==> src/rtl/magma_stream_pkg.sv <==
// Shared stream types for the magma stream slices.
// The state encoding is visible on the slice debug port, so its order is fixed.
package magma_stream_pkg;

    typedef enum logic [1:0] {
        EMPTY = 2'd0,
        ONE   = 2'd1,
        FULL  = 2'd2
    } slice_state_t;

endpackage

==> src/rtl/sat_counter.sv <==
// Saturating up-counter with synchronous active-high clear.
// The count sticks at all-ones and only RESET brings it back to zero.
module sat_counter #(
    parameter int CNT_WIDTH = 8
) (
    input  logic                 CLK,
    input  logic                 RESET,
    input  logic                 inc,
    output logic [CNT_WIDTH-1:0] count
);

    logic [CNT_WIDTH-1:0] count_q;
    logic [CNT_WIDTH-1:0] count_d;

    always_comb begin
        count_d = count_q;
        if (inc && (count_q != {CNT_WIDTH{1'b1}})) begin
            count_d = count_q + {{(CNT_WIDTH-1){1'b0}}, 1'b1};
        end
    end

    always_ff @(posedge CLK) begin
        if (RESET) begin
            count_q <= '0;
        end else begin
            count_q <= count_d;
        end
    end

    assign count = count_q;

endmodule

==> src/rtl/skid_reg_slice.sv <==
// Registered ready/valid slice with a one-entry skid buffer and a stall counter.
// I_ready comes straight from a flop, so the downstream ready path stops here.
module skid_reg_slice
    import magma_stream_pkg::*;
#(
    parameter int WIDTH     = 8,
    parameter int CNT_WIDTH = 8
) (
    input  logic                 CLK,
    input  logic                 RESET,
    input  logic [WIDTH-1:0]     I_data,
    input  logic                 I_valid,
    output logic                 I_ready,
    output logic [WIDTH-1:0]     O_data,
    output logic                 O_valid,
    input  logic                 O_ready,
    output logic [CNT_WIDTH-1:0] stall_count,
    output logic [1:0]           state_o
);

    // Handshake: a beat moves on a port at a posedge where its valid and ready
    // are both high; a producer holding valid may not be back-pressured away.
    slice_state_t     state_q;
    slice_state_t     state_d;
    logic [WIDTH-1:0] o_data_q;
    logic [WIDTH-1:0] o_data_d;
    logic [WIDTH-1:0] skid_q;
    logic [WIDTH-1:0] skid_d;
    logic             i_ready_q;
    logic             i_ready_d;
    logic             o_valid;
    logic             in_xfer;
    logic             out_xfer;

    assign o_valid  = (state_q != EMPTY);
    assign in_xfer  = I_valid && i_ready_q;
    assign out_xfer = o_valid && O_ready;

    always_comb begin
        state_d  = state_q;
        o_data_d = o_data_q;
        skid_d   = skid_q;
        case (state_q)
            EMPTY: begin
                if (in_xfer) begin
                    state_d  = ONE;
                    o_data_d = I_data;
                end
            end
            ONE: begin
                if (in_xfer && !out_xfer) begin
                    state_d = FULL;
                    skid_d  = I_data;
                end else if (in_xfer && out_xfer) begin
                    o_data_d = I_data;
                end else if (out_xfer) begin
                    state_d = EMPTY;
                end
            end
            FULL: begin
                // I_ready is low here, so only the drain side can move.
                if (out_xfer) begin
                    state_d  = ONE;
                    o_data_d = skid_q;
                end
            end
            default: begin
                state_d = EMPTY;
            end
        endcase
        i_ready_d = (state_d != FULL);
    end

    always_ff @(posedge CLK) begin
        if (RESET) begin
            state_q   <= EMPTY;
            o_data_q  <= '0;
            skid_q    <= '0;
            i_ready_q <= 1'b0;
        end else begin
            state_q   <= state_d;
            o_data_q  <= o_data_d;
            skid_q    <= skid_d;
            i_ready_q <= i_ready_d;
        end
    end

    sat_counter #(
        .CNT_WIDTH (CNT_WIDTH)
    ) u_stall_cnt (
        .CLK   (CLK),
        .RESET (RESET),
        .inc   (o_valid && !O_ready),
        .count (stall_count)
    );

    assign I_ready = i_ready_q;
    assign O_data  = o_data_q;
    assign O_valid = o_valid;
    assign state_o = state_q;

    property p_hold_while_stalled;
        @(posedge CLK) disable iff (RESET)
            (O_valid && !O_ready) |-> ##1 (O_valid && $stable(O_data));
    endproperty
    a_hold_while_stalled: assert property (p_hold_while_stalled);

    property p_accept_gives_valid;
        @(posedge CLK) disable iff (RESET)
            (I_valid && I_ready) |-> ##1 O_valid;
    endproperty
    a_accept_gives_valid: assert property (p_accept_gives_valid);

    property p_no_ready_when_full;
        @(posedge CLK) disable iff (RESET)
            !((state_q == FULL) && I_ready);
    endproperty
    a_no_ready_when_full: assert property (p_no_ready_when_full);

endmodule

==> config.mk <==
export PLATFORM = sky130hd
export DESIGN_NAME = skid_reg_slice
export DESIGN_NICKNAME = d
export VERILOG_FILES = /design/src/rtl/magma_stream_pkg.sv /design/src/rtl/sat_counter.sv /design/src/rtl/skid_reg_slice.sv
export SDC_FILE = /design/constraint.sdc
export NUM_CORES = 1
export LEC_CHECK = 0
export CAP_MARGIN = 20
export CORE_ASPECT_RATIO = 1.25
export CORE_MARGIN = 1.5
export CORE_UTILIZATION = 47
export DETAILED_ROUTE_END_ITERATION = 10
export PLACE_DENSITY = 0.79
export SLEW_MARGIN = 10
export SYNTH_ARGS = -nofsm -noshare
export SYNTH_HDL_FRONTEND = slang
export SYNTH_SLANG_ARGS = --single-unit
==> constraint.sdc <==
create_clock -name CLK -period 1.59 [get_ports CLK]
set_input_delay 0.2385 -clock CLK [delete_from_list [all_inputs] [get_ports CLK]]
set_output_delay 0.2385 -clock CLK [all_outputs]
set_load 0.005 [all_outputs]
======== Word level (Yosys, flattened, before mapping) ========
Index checks and enable logic that the tools add are counted.
word-level totals
  register bits after elaboration ......... 27
  input bits .............................. 12
  word-level logic and storage cells ...... 38
operators by class
  $add $sub $neg .......................... 1
  eq/ne operators ......................... 8
  multiplexer cells ....................... 11
  reductions and logical operators ........ 13
operator list
  operator               count
  $mux W8                4
  $pmux W8 S3            1
  $mux W2                5
  $ne A2 B2 Y1 const B   5
  $add A8 B1 Y8 const B  1
  $ne A8 B8 Y1 const B   1
  $logic_and A1 B1 Y1    6
  $pmux W2 S3            1
  $reduce_and A5 Y1      1
  $reduce_bool A3 Y1     1
  $eq A2 B1 Y1 const B   1
  $eq A2 B2 Y1 const B   1
  $logic_not A1 Y1       2
  $logic_not A2 Y1       1
  $reduce_and A2 Y1      1
  $reduce_bool A2 Y1     1

======== Longest topological paths before layout ========
Gate-level depths: netlist of the first run.
  depth in word-level cells ............... 7
  depth in mapped cells ................... 6
  gate-level depth less buffers ........... 5

======== Cells and area by module ========
Synthesis of the first run repeated with hierarchy kept, for this count alone.
unflattened totals
  cell total of the unflattened synthesis .. 128
  area total of the unflattened synthesis .. 1296.2 um^2
by module, submodules not included
  module          times used  cells each  area an instance (um^2)  sequential area each (um^2)
  skid_reg_slice  1           82          865.8                    380.4
  sat_counter     1           46          430.4                    160.2

======== Worst setup path before layout of the first run ========
No wires, ideal clock.
  path kind ............................... register to register
  start point ............................. register u_stall_cnt.count_q[0], in the netlist u_stall_cnt.count[0]
  end point ............................... register u_stall_cnt.count_q[3], in the netlist u_stall_cnt.count[3]
  arrival time ............................ 1.228 ns
  data required time ...................... 1.462 ns
  setup slack ............................. 0.235 ns
  cell stages (with the launch flop) ...... 6
  buffers on the path ..................... 0
  clock period less this slack ............ 1.355 ns
  cell sequence ........................... dfxtp_1 ha_1 and3_1 a211oi_1 xnor2_1 nor2_1
on the way
  cells in the longest elaborated chain, start to end .. 2
  elaborated cells on any way between the ends .. 3
  classes of those cells .................. add/sub: 1; eq/ne: 1; reduce/logical: 1
RTL lines
  item                                                                   RTL line           RTL
  start, declared                                                        sat_counter.sv:12  logic [CNT_WIDTH-1:0] count_q;
  start signal, assigned                                                 sat_counter.sv:26  count_q <= count_d;
  parallel branches: the longest is 2 deep, another holds $add A8 B1 Y8  -
Parallel ways; which one is timed is not known.
A chain may end at the register's enable or synchronous reset.

======== Worst setup path in the final report of the first run ========
Same ends and word-level chain as after synthesis.

==> run summary, run 1 <==
Compared with the post-synthesis result, the final layout area differs by 35.4%. In the global route stage, overall resource usage came out at 17.8%. Final hold analysis gives a worst-case slack of 0.509 ns. The worst register-to-register path begins at u_stall_cnt.count[0]. Largest vdd supply drop: 0.675 mV. The number of primary I/O pins is 32, and the wire length per cell is 12.6 um. Data on the critical path arrives at its endpoint at 1.79 ns.

The sequential cells in the finished layout cover a total of 549 um^2. For the DRC marker count from the first detailed-route iteration, the log shows 19. Signal routing reaches up to met4. Type of element launching the critical path: a flip-flop. The count of fill cells added during filler insertion is 200. Across the routed clock network, the largest skew measured is 0.00323 ns. The effective utilization at floorplan was 50.2%; the number of global-route vias before repair was 952. The x dimension of the die works out to 49.0 um. The run gives 2480 um^2 as the core box area. With fillers left out, the area of the finished cells amounts to 1680 um^2. In this run the power density over the cells is 715 nW/um^2. Leaving out fill and tap cells, the most frequent cells in the layout are sky130_fd_sc_hd__clkdlybuf4s50_1, sky130_fd_sc_hd__nor2_1, sky130_fd_sc_hd__dfxtp_1, sky130_fd_sc_hd__mux2i_1.

Cell at the root of the clock tree: sky130_fd_sc_hd__clkbuf_4. Detailed placement finished with a half-perimeter wire length of 1810 um. Share of the yosys chip area belonging to registers: 43.5%. The cell row count is 20, and the met1 layer wirelength in the final routing is 1060 um.

The run gives 3 as the number of buffers inserted during clock tree synthesis. The floorplan step defined a die boundary enclosing 2960 um^2. The total nets after synthesis is 139. In this run the worst setup path begins at u_stall_cnt.count[0].

0 antenna diodes ended up in the layout. After detailed routing, the number of vias per cell comes to 5.34. For this design, the sink count on the clock tree is 27. The run finished with clean final reports. The tool flagged a number of max-cap violations equal to 0.

The worst path in the final design needs a cycle of 1.55 ns, including I/O delays and setup. For this run, the top clock speed supported by timing is 645 MHz. After synthesis, the largest family of logic cells by area is simple AND/OR/NAND/NOR gates. The global-route wire length before repair is 4060 um, and the worst slew margin relative to its limit is 75.5%. The simple logic cell fraction of the synthesized area is 19.7%.

The tools report the largest net degree at the start of global routing as 20. The clock passes through at most 2 buffers. The critical path in this run is classified as reg -> reg. The required time at the endpoint of the critical path is 1.83 ns. In this run the static leakage power is 0.688 nW. Summing all placed instances gives a cell area of 1620 um^2. The post-CTS clock slew at the launch and capture registers of the worst setup and hold paths is 0.14 ns. The startpoint of the most critical hold path was O_data[5].

The tools report the overall via count from detail_route as 1,051. TritonCTS built the clock tree. The total overflow left after global routing is 0. The run gives 0 as the final setup violation count. The clock insertion delay at the later pin of the skew report was 0.33 ns. Each instance of the synthesized netlist takes up on average 9.86 um^2. The final period utilization came out at 97.6%. Of the post-synthesis cell area, the part taken by muxes is 15.3%.

The synthesized netlist contains 37 unique library cells. The die boundary height is 60.5 um, and the final-report max-slew violation count is 0. The cell area that synthesis handed to floorplanning was 1240 um^2. The tools report the number of antenna violations at the first check in global routing as 0.

At the pin with the least slew margin, the transition time is 0.366 ns. The run gives 126 um as the met3 layer wire length in the routed design. In the detailed route, the total length drawn on met2 is 1220 um. The congestion estimate from routability-driven global placement came to 0.873.

The tools report the nature of the critical path endpoint as a flip-flop. The run gives 126 as the synthesized instance count. Leading cell type in the layout, fill and taps excluded: sky130_fd_sc_hd__clkdlybuf4s50_1. Summing the areas of all xor and xnor instances in the mapped netlist gives 2.11% of the synthesized area. The number of hold-repair buffers added at the cts stage is 0, and the number of nets in the layout is 178. Yosys printed 0 warnings. The pre-antenna-repair detailed-routing pass consisted of 4 iterations. For the DRC violation count after routing, the log shows 0. The share of final-layout standard cells stronger than drive strength 1 came out at 15.9%. Once detail routing completed, the nets flagged for antenna violations numbered 0. In the final layout, the multi-input gates occupy 656 um^2. Along the worst path, the maximum fanout reaches 5. Summing the areas of all compound-gate instances in the mapped netlist gives 14.6% of the synthesized area. The arithmetic-cell share of the synthesized area counting full adders, half adders and majority gates came out at 1.01%.

The number of hold violations in the final report was 0; the routed wire length was 2480 um. The number of synthesized register bits came out at 27. The path class of the tightest hold or removal check is reg -> reg. The run gives 1 as the CTS H-tree depth. The count of buffers from port buffering came out at 31. Setup repair after global routing left no endpoint under its margin.
==> worst max-delay path, stage by stage, from the launching register on <==
cell	delay (ns)
sky130_fd_sc_hd__dfxtp_1	0.37
sky130_fd_sc_hd__ha_1	0.23
sky130_fd_sc_hd__and3_1	0.25
sky130_fd_sc_hd__a211oi_1	0.39
sky130_fd_sc_hd__xnor2_1	0.17
sky130_fd_sc_hd__nor2_1	0.05
==> cell families (layout without fill, tap and decap cells) <==
logic type | after synthesis | after routing
buf+inv | 8 | 46
simple gates | 47 | 47
compound gates | 21 | 21
fa+ha+maj | 1 | 1
mux | 19 | 19
flops | 27 | 27
xor+xnor | 3 | 3
==> power breakdown <==
| part | internal (mW) | switching (mW) | leakage, nW |
|---|---|---|---|
| Clock | 0.0946 | 0.202 | 0.0177 |
| Combinational | 0.117 | 0.0768 | 0.449 |
| Sequential | 0.699 | 0.0136 | 0.222 |
==> registers in the layout, indices dropped and copies added, names as in the netlist <==
name,flops
skid_q,8
I_ready,1
state_o,2
u_stall_cnt.count,8
O_data,8
==> cells in the mapped netlist <==
library cell | n | area [um^2]
sky130_fd_sc_hd__a211oi_1 | 8 | 60.1
sky130_fd_sc_hd__a211oi_2 | 2 | 25.0
sky130_fd_sc_hd__a21boi_0 | 1 | 7.51
sky130_fd_sc_hd__a21o_1 | 1 | 7.51
sky130_fd_sc_hd__a21oi_1 | 1 | 5.00
sky130_fd_sc_hd__a31oi_1 | 2 | 12.5
sky130_fd_sc_hd__and3_1 | 1 | 6.26
sky130_fd_sc_hd__and4_1 | 1 | 8.76
sky130_fd_sc_hd__buf_1 | 1 | 3.75
sky130_fd_sc_hd__buf_2 | 1 | 5.00
sky130_fd_sc_hd__buf_4 | 2 | 15.0
sky130_fd_sc_hd__buf_6 | 1 | 11.3
sky130_fd_sc_hd__clkbuf_1 | 2 | 7.51
sky130_fd_sc_hd__dfxtp_1 | 27 | 541
sky130_fd_sc_hd__ha_1 | 1 | 12.5
sky130_fd_sc_hd__inv_1 | 1 | 3.75
sky130_fd_sc_hd__mux2i_1 | 19 | 190
sky130_fd_sc_hd__nand2_1 | 6 | 22.5
sky130_fd_sc_hd__nand2b_1 | 2 | 12.5
sky130_fd_sc_hd__nand3_1 | 2 | 10.0
sky130_fd_sc_hd__nand3b_1 | 1 | 7.51
sky130_fd_sc_hd__nand4b_1 | 1 | 8.76
sky130_fd_sc_hd__nor2_1 | 26 | 97.6
sky130_fd_sc_hd__nor2b_1 | 1 | 6.26
sky130_fd_sc_hd__nor2b_4 | 1 | 13.8
sky130_fd_sc_hd__nor3_1 | 1 | 5.00
sky130_fd_sc_hd__nor3b_2 | 1 | 12.5
sky130_fd_sc_hd__nor4_2 | 1 | 12.5
sky130_fd_sc_hd__nor4b_2 | 1 | 15.0
sky130_fd_sc_hd__o21a_1 | 1 | 7.51
sky130_fd_sc_hd__o21bai_1 | 2 | 15.0
sky130_fd_sc_hd__o21bai_2 | 1 | 11.3
sky130_fd_sc_hd__o22a_1 | 1 | 8.76
sky130_fd_sc_hd__o31ai_4 | 1 | 21.3
sky130_fd_sc_hd__or2_2 | 1 | 6.26
sky130_fd_sc_hd__xnor2_1 | 2 | 17.5
sky130_fd_sc_hd__xor2_1 | 1 | 8.76
==> final timing paths <==
path	slack (ns)	depth (start not counted)	end
max	0.04	5	u_stall_cnt.count[3]
min	0.51	2	O_data[5]
max reg2reg	0.04	5	u_stall_cnt.count[3]
min reg2reg	0.51	2	O_data[5]
==> through the flow <==
step                      setup slack, ns  TNS (ns)  power (mW)  utilization, %  cells
after detailed placement           -0.165     -2.02       0.923            65.6    191
final                              0.0385         0        1.20            67.9    197
after global routing             0.000881         0        1.26            67.9    197
after floorplan                     0.235         0       0.819               -    126
after global placement            -0.0996     -1.14       0.917            65.6    191
after CTS                         0.00911         0        1.21            67.5    197
==> layout make-up <==
cell class / count / area share, %
multi-input combinational: 91 / 39.0
sequential: 27 / 32.6
tap: 33 / 2.45
inverter: 1 / 0.223
clock buffer: 3 / 1.34
clock inverter: 1 / 0.297
timing repair buffer: 41 / 24.1
==> repair_timing <==
action,in CTS,in global routing
setup endpoints to repair,3,3
resized for setup,5,4
setup buffers,2,0
==> routing by layer <==
metal  global-route usage, %  vias up
li1                        -      520
met4                    11.4        0
met2                    30.3       37
met5                       0        -
met3                    2.46        9
met1                    21.6      485
Note: power is estimated with default switching activity, not from simulation.
==> run 2: changes to the inputs <==
--- a/config.mk
+++ b/config.mk
@@ -11,6 +11,7 @@
 export CORE_UTILIZATION = 47
 export DETAILED_ROUTE_END_ITERATION = 10
 export PLACE_DENSITY = 0.79
+export REMOVE_ABC_BUFFERS = 1
 export SLEW_MARGIN = 10
 export SYNTH_ARGS = -nofsm -noshare
 export SYNTH_HDL_FRONTEND = slang
==> run summary, run 2 (synthesis gave the netlist of run 1 again) <==
The register cell area after layout is 549 um^2 (unchanged), and the overall power after layout is 1.21 mW (+0.35%). TritonCTS built the clock tree. The largest net degree at the start of global routing is 17 (-15%).

The global-route congestion overflow total is 0 (unchanged). The logs give 0.32 ns (about the same) for the clock insertion delay at the later pin of the skew report and 0 (unchanged) for the DRC violation count after routing. Routed wire length: 2490 um (+0.44%).

The setup total negative slack came out at 0 ns (unchanged). The global-route wire length before repair was 3940 um (-2.9%). The DRC marker count from the first detailed-route iteration came out at 17 (-2).

The tools report the count of fill cells added during filler insertion as 208 (+4.0%). The post-CTS clock slew at the launch and capture registers of the worst setup and hold paths is 0.15 ns (about the same). The cell area power density works out to 713 nW/um^2 (-0.17%). The CTS H-tree depth came out at 1 (unchanged).

The average via count per standard cell is 5.30 (-0.60%). The die boundary height works out to 60.5 um (unchanged). The number of cells traversed by the worst hold path is 2 (unchanged). The critical path goes through clkdlybuf4s50_1. The number of hold violations in the final report is 0 (unchanged), and the core box area is 2480 um^2 (unchanged). The cell row count is 20 (unchanged), and the number of inserted diodes is 0 (unchanged). The CTS sink count was 27 (unchanged). The library cells used most frequently in the layout, excluding fill and tap cells, are sky130_fd_sc_hd__clkdlybuf4s50_1, sky130_fd_sc_hd__nor2_1, sky130_fd_sc_hd__dfxtp_1, sky130_fd_sc_hd__mux2i_1, sky130_fd_sc_hd__buf_4. Delay of the slowest cell on the worst path: 0.53 ns (+0.14 ns).

The largest individual stage delay along the critical path comes from the cell sky130_fd_sc_hd__clkdlybuf4s50_1. Leading cell type in the layout, fill and taps excluded: sky130_fd_sc_hd__clkdlybuf4s50_1. The final period utilization is 95.5% (-2.0 points). The terminus of the critical flop-to-flop path is u_stall_cnt.count[1]. The worst setup path is captured at an output pin.

The minimum clock period after layout is 1.52 ns (-0.0324 ns). The slew at the pin with the worst max-slew slack was 0.271 ns (-0.0943 ns). The critical-path maximum fanout is 5 (unchanged). Number of antenna violations at the first check in global routing: 0 (unchanged). The worst slew margin relative to its limit was 81.8% (+6.4 points); the final-report max-slew violation count was 0 (unchanged). The internal cell power is 0.913 mW (+0.27%), and the x dimension of the die is 49.0 um (unchanged).

The maximum number of buffers from clock root to sink was 2 (unchanged); the final worst clock skew was 0.00687 ns (+0.00364 ns). The logs give 0.509 ns (+0.000428 ns) for the worst hold slack after final layout and 1.35 ns (-0.48 ns) for the required time at the endpoint of the critical path. The reported net switching power was 0.294 mW (+0.59%); the global router's overall resource usage was 16.9% (-0.86 points). The wire length per cell works out to 12.6 um (about the same).

The HPWL reported at the end of detailed placement is 1770 um (-2.3%), and the maximum frequency from static timing analysis is 658 MHz (+2.1%). The worst setup path is of the reg -> out kind. The run gives 179 (+0.56%) as the number of nets in the layout. The overall via count from detail_route is 1,050 (-0.095%), and the area growth from synthesis to layout is 36.2%. The run gives 4 (unchanged) as the number of detailed-route iterations in the first pass.

The tools report the largest vdd supply drop as 0.528 mV (-22%). Setup repair after global routing left no endpoint under its margin. The proportion of power drawn by the clock network was 24.5% (about the same); the relative contribution of combinational cells to total power was 16.4% (+0.3 points).

In this run the most critical hold path is launched from O_data[2]. The terminating pin of the worst hold path is O_data[2]. The number of buffer and inverter instances along the worst setup path is 1 (+1), and the share of final-layout standard cells stronger than drive strength 1 is 16.4% (+0.51 points). In this run the critical register-to-register path is launched from state_o[1]. The number of buffers inserted during clock tree synthesis was 3 (unchanged); the placer's final routability congestion estimate was 0.820 (-6.1%). The kind of cell adding the most delay to the critical path is buffers and inverters.

The share of total power consumed by net switching is 24.4% (+0.060 points). The run finished with clean final reports. The tools report the total die area as 2960 um^2 (unchanged).

For the effective utilization at floorplan, the log shows 50.2% (unchanged). The tools report the count of antenna-violating nets left after detailed routing as 0 (unchanged). The worst hold path belongs to the class reg -> reg. The number of global-route vias before repair was 922 (-3.2%); the power share of the sequential group was 59.0% (-0.3 points). The critical path data arrival time was 1.28 ns (-0.51 ns); the count of buffers from port buffering was 31 (unchanged).

The type of element launching the critical path was a flip-flop. The logs give 0.10 ns (+0.06 ns) for the setup slack of the worst register-to-register path and 0 (unchanged) for the number of violations of the max-capacitance limit. The multi-input logic area is 663 um^2 (+1.1%), and the number of hold-repair buffers added at the cts stage is 0 (unchanged). The run gives 32 (unchanged) as the number of primary I/O pins. Clock tree synthesis selected as its root buffer the cell sky130_fd_sc_hd__clkbuf_4. The run gives 0.675 nW (-1.9%) as the leakage dissipation. The length in cells of the worst reg-to-reg path was 7 (+2); the final setup violation count was 0 (unchanged).
## run 2: changes by cell type in the layout (fill, tap and decap cells not counted), sizes merged
| cell | before | now |
|---|---|---|
| buf | 10 | 11 |
| dlymetal6s2s | 2 | 1 |
| clkdlybuf4s50 | 28 | 29 |
## run 2: timing repair
item	in CTS	in global routing
gates resized for setup	5	3
setup endpoints to repair	3	4
buffers inserted	3	0
## run 2: how the worst max path moves through the flow
stage / from / end / depth (start not counted)
3_5_place_dp: O_ready / u_stall_cnt.count[6] / 5
2_1_floorplan: state_o[0] / skid_q[0] / 4
4_1_cts: state_o[1] / u_stall_cnt.count[1] / 7
6_report: u_stall_cnt.count[7] / stall_count[7] / 1
5_1_grt: state_o[1] / u_stall_cnt.count[1] / 7
3_3_place_gp: O_ready / u_stall_cnt.count[6] / 5
## run 2: per-stage QoR
step	cells	utilization [%]	setup slack (ns)	area, um^2
finish	198	68.3	0.0709	1690
CTS	198	67.8	0.0148	1680
global route	198	68.3	0.0213	1690
global placement	191	65.6	-0.0961	1620
detailed placement	191	65.6	-0.135	1620
floorplan	119	-	0.00240	1200
## run 2: area by class of cell
class                           count  share of cell area (%)
Clock inverter                      1                   0.296
Clock buffer                        3                    1.33
Sequential cell                    27                    32.5
Tap cell                           33                    2.44
Inverter                            1                   0.222
Multi-Input combinational cell     91                    39.2
Timing Repair Buffer               42                    24.0
## run 2: power groups by stage
stage / combinational (mW) / clock, mW / sequential (mW)
finish: 0.198 / 0.296 / 0.713
global route: 0.216 / 0.329 / 0.716
CTS: 0.199 / 0.305 / 0.713
detailed placement: 0.191 / 0 / 0.734
global placement: 0.187 / 0 / 0.732
floorplan: 0.0719 / 0 / 0.734
## run 2: layer usage
metal  vias to the layer above  share of wire (%)  GRT usage, %
met1                       495                 45          20.4
met3                         2                3.8          2.46
met5                         -                  0             0
met4                         0               0.56          7.35
li1                        521                  -             -
met2                        32                 51          30.5
==> run 3: changes to the inputs <==
--- a/config.mk
+++ b/config.mk
@@ -8,11 +8,13 @@
 export CAP_MARGIN = 20
 export CORE_ASPECT_RATIO = 1.25
 export CORE_MARGIN = 1.5
-export CORE_UTILIZATION = 47
+export CORE_UTILIZATION = 61
 export DETAILED_ROUTE_END_ITERATION = 10
+export DONT_BUFFER_PORTS = 1
 export PLACE_DENSITY = 0.79
 export REMOVE_ABC_BUFFERS = 1
 export SLEW_MARGIN = 10
 export SYNTH_ARGS = -nofsm -noshare
 export SYNTH_HDL_FRONTEND = slang
+export SYNTH_HIERARCHICAL = 1
 export SYNTH_SLANG_ARGS = --single-unit
==> run summary, run 3 <==
The run gives 2440 um (-2.0%) as the routed wire length. The share of final-layout standard cells stronger than drive strength 1 is 22.4% (+6.0 points). Type of the worst setup path: reg -> reg. The CTS H-tree depth was 1 (unchanged); the number of violations of the max-capacitance limit was 0 (unchanged). The largest net degree at the start of global routing is 23 (+6).

The commonest cells after synthesis are sky130_fd_sc_hd__dfxtp_1, sky130_fd_sc_hd__nor2_1, sky130_fd_sc_hd__mux2i_1. The DRC marker count from the first detailed-route iteration is 16 (-1). The critical path data arrival time is 1.74 ns (+0.46 ns). The fraction of post-synthesis cell area in the top cell type by area was 41.7% (-1.8 points). The flow ran to the end, and the final reports show no timing, DRC or antenna violations. The die boundary height was 54.5 um (-9.8%). The library cells used most frequently in the layout, excluding fill and tap cells, are sky130_fd_sc_hd__dfxtp_1, sky130_fd_sc_hd__nor2_1, sky130_fd_sc_hd__mux2i_1, sky130_fd_sc_hd__buf_4.

The register cell area after layout was 541 um^2 (-1.6%); the minimum clock period after layout was 1.47 ns (-0.0454 ns). Final worst clock skew: 0.00569 ns (-0.00118 ns). Share of total power consumed by net switching: 24.0% (-0.32 points). The number of enable-type register cells in the synthesized netlist is 0 (unchanged), and the critical-path maximum fanout is 6 (+1).

Setup repair after global routing left no endpoint under its margin. The maximum number of buffers from clock root to sink came out at 2 (unchanged). STA classifies the critical path endpoint as a flip-flop. The effective utilization at floorplan was 65.4% (+15 points). The number of synthesized register bits is 27 (unchanged). The logs give 46.8% (-35 points) for the worst slew margin relative to its limit and 0 (unchanged) for the number of antenna violations at the first check in global routing. The average via count per standard cell is 6.14 (+16%), and the global-route wire length before repair is 3940 um (unchanged). The required time at the endpoint of the critical path is 1.86 ns (+0.51 ns).

The count of warnings emitted by yosys is 6 (+6). TritonCTS built the clock tree. The number of inserted diodes is 0 (unchanged). The library cell used most frequently in the layout, excluding fill and tap cells, is sky130_fd_sc_hd__dfxtp_1. The internal cell power came out at 0.851 mW (-6.8%). Number of primary I/O pins: 32 (unchanged). The worst hold path belongs to the class in -> reg. The cell row count was 18 (-10%). The relative contribution of combinational cells to total power came out at 9.7% (-6.7 points). The final period utilization is 92.7% (-2.9 points).

Among all cell types in the netlist, the one instantiated most often is sky130_fd_sc_hd__dfxtp_1. For the HPWL reported at the end of detailed placement, the log shows 1750 um (-1.1%). The cell at the root of the clock tree is sky130_fd_sc_hd__clkbuf_4. The core box area is 1980 um^2 (-20%), and the post-CTS clock slew at the launch and capture registers of the worst setup and hold paths is 0.15 ns (about the same). The logs give 0 (unchanged) for the number of hold violations in the final report and 128 (+1.6%) for the synthesized instance count.

The fraction of registers with async set or reset after synthesis was 0% (unchanged); the wire length per cell was 15.9 um (+26%). For the largest vdd supply drop, the log shows 0.748 mV (+42%). The post-CTS setup-driven buffer insertion count came out at 0 (-3). The clock insertion delay at the later pin of the skew report is 0.33 ns (about the same), and the DRC violation count after routing is 0 (unchanged). In the synthesized netlist the dominant register cell turns out to be sky130_fd_sc_hd__dfxtp_1. The proportion of power drawn by the clock network is 26.9% (+2.4 points). The logs give 0.543 nW (-20%) for the leakage dissipation and 41.7% (-1.8 points) for the share of the yosys chip area belonging to registers.

By area the synthesized netlist is led by sky130_fd_sc_hd__dfxtp_1, sky130_fd_sc_hd__mux2i_1, sky130_fd_sc_hd__nor2_1. The setup slack of the worst register-to-register path is 0.12 ns (+0.02 ns), and the overall via count from detail_route is 946 (-9.9%). The synthesized area is 1300 um^2 (+4.3%), and the final-report max-slew violation count is 0 (unchanged). The run gives 679 MHz (+3.1%) as the maximum frequency from static timing analysis.

The number of unique standard cell types used by synthesis came out at 39 (+5.4%). The logs give 3 (unchanged) for the number of buffers inserted during clock tree synthesis and 691 um^2 (+4.2%) for the multi-input logic area. The placer's final routability congestion estimate was 0.854 (+4.1%); the slew at the pin with the worst max-slew slack was 0.795 ns (+0.523 ns).

The tools report the global router's overall resource usage as 22.3% (+5.4 points). The number of nets in the layout was 148 (-17%). The cell type contributing the most total cell area after synthesis was sky130_fd_sc_hd__dfxtp_1. The logs give 899 (-2.5%) for the number of global-route vias before repair and 4 (unchanged) for the number of detailed-route iterations in the first pass.

For the count of fill cells added during filler insertion, the log shows 174 (-16%). From synthesis to final layout, the design area changed by 5.89%. The final setup violation count was 0 (unchanged); the count of placed standard cells in the final layout, fillers left out was 154 (-22%). The tools report the global-route congestion overflow total as 0 (unchanged).

The reported net switching power was 0.269 mW (-8.4%); the x dimension of the die was 44.2 um (-9.7%). The power share of the sequential group is 63.4% (+4.4 points), and the mean instance size in the synthesized netlist is 10.1 um^2 (+2.7%). The count of antenna-violating nets left after detailed routing is 0 (unchanged), and the count of buffers from port buffering is 0 (-100%).

The tools report the type of element launching the critical path as a flip-flop. The cell area power density is 816 nW/um^2 (+14%). The CTS sink count is 27 (unchanged). The worst hold slack after final layout is 0.0469 ns (-0.462 ns).

The total instance count after detailed placement was 149 (-22%). The total die area is 2410 um^2 (-19%), and the end-of-flow core utilization is 69.3% (+0.97 points).
## run 3: changes by cell type after synthesis, sizes merged, moves of 2 or more
cell	previous run	this run
nor2	26	19
mux2	0	9
a211oi	10	2
xnor2	2	0
a21oi	1	6
clkbuf	2	0
nand4	0	2
## run 3: critical path: stages (launching register included)
cell	delay, ns
sky130_fd_sc_hd__dfxtp_1	0.35
sky130_fd_sc_hd__or2_2	0.11
sky130_fd_sc_hd__nor2b_2	0.24
sky130_fd_sc_hd__nand4_1	0.17
sky130_fd_sc_hd__or3_2	0.45
sky130_fd_sc_hd__o21ai_1	0.10
## run 3: final timing paths
check	end	cells after the start	start
hold reg to reg	skid_q[5]	2	skid_q[5]
setup reg to reg	u_stall_cnt/count[3]	5	state_o[0]
hold / removal	skid_q[5]	2	I_data[5]
setup / recovery	u_stall_cnt/count[3]	5	state_o[0]
## run 3: what timing repair did
action,in CTS,in global routing
endpoints found under the hold margin,22,0
gates resized for setup,0,2
hold buffers,1,0
endpoints found under the setup margin,0,10
## run 3: routing by layer
layer / vias to the layer above / GRT usage (%) / share of wire (%)
met5: - / 0 / 0
met4: 0 / 10.6 / 0.53
met3: 2 / 3.30 / 5.7
met2: 25 / 41.9 / 53
met1: 452 / 24.3 / 41
li1: 467 / - / -
## run 3: stage by stage
step | cell area [um^2] | TNS [ns] | setup WS, ns | total power [mW]
3_5_place_dp | 1330 | 0 | 0.0387 | 0.824
4_1_cts | 1370 | 0 | 0.0107 | 1.13
6_report | 1370 | 0 | 0.116 | 1.12
2_1_floorplan | 1230 | -0.00644 | -0.00644 | 0.797
3_3_place_gp | 1330 | 0 | 0.125 | 0.819
5_1_grt | 1370 | 0 | 0.0161 | 1.18
## run 3: layout make-up
type | instances | area share, %
Tap cell | 20 | 1.82
Timing Repair Buffer | 9 | 6.02
Sequential cell | 27 | 39.4
Inverter | 1 | 0.273
Clock inverter | 1 | 0.547
Multi-Input combinational cell | 93 | 50.3
Clock buffer | 3 | 1.64
## run 3: cell families after synthesis
family	after synthesis	share of synthesized area (%)
fa+ha+maj	1	0.965
mux	27	22.0
flops	27	41.7
simple gates	46	19.0
compound gates	19	11.0
buf+inv	8	5.31
## run 3: power groups by stage
stage | Sequential, mW | Combinational, mW | Clock, mW
floorplan | 0.725 | 0.0723 | 0
global placement | 0.724 | 0.0953 | 0
detailed placement | 0.725 | 0.0992 | 0
CTS | 0.711 | 0.110 | 0.312
global route | 0.714 | 0.120 | 0.341
finish | 0.710 | 0.109 | 0.301
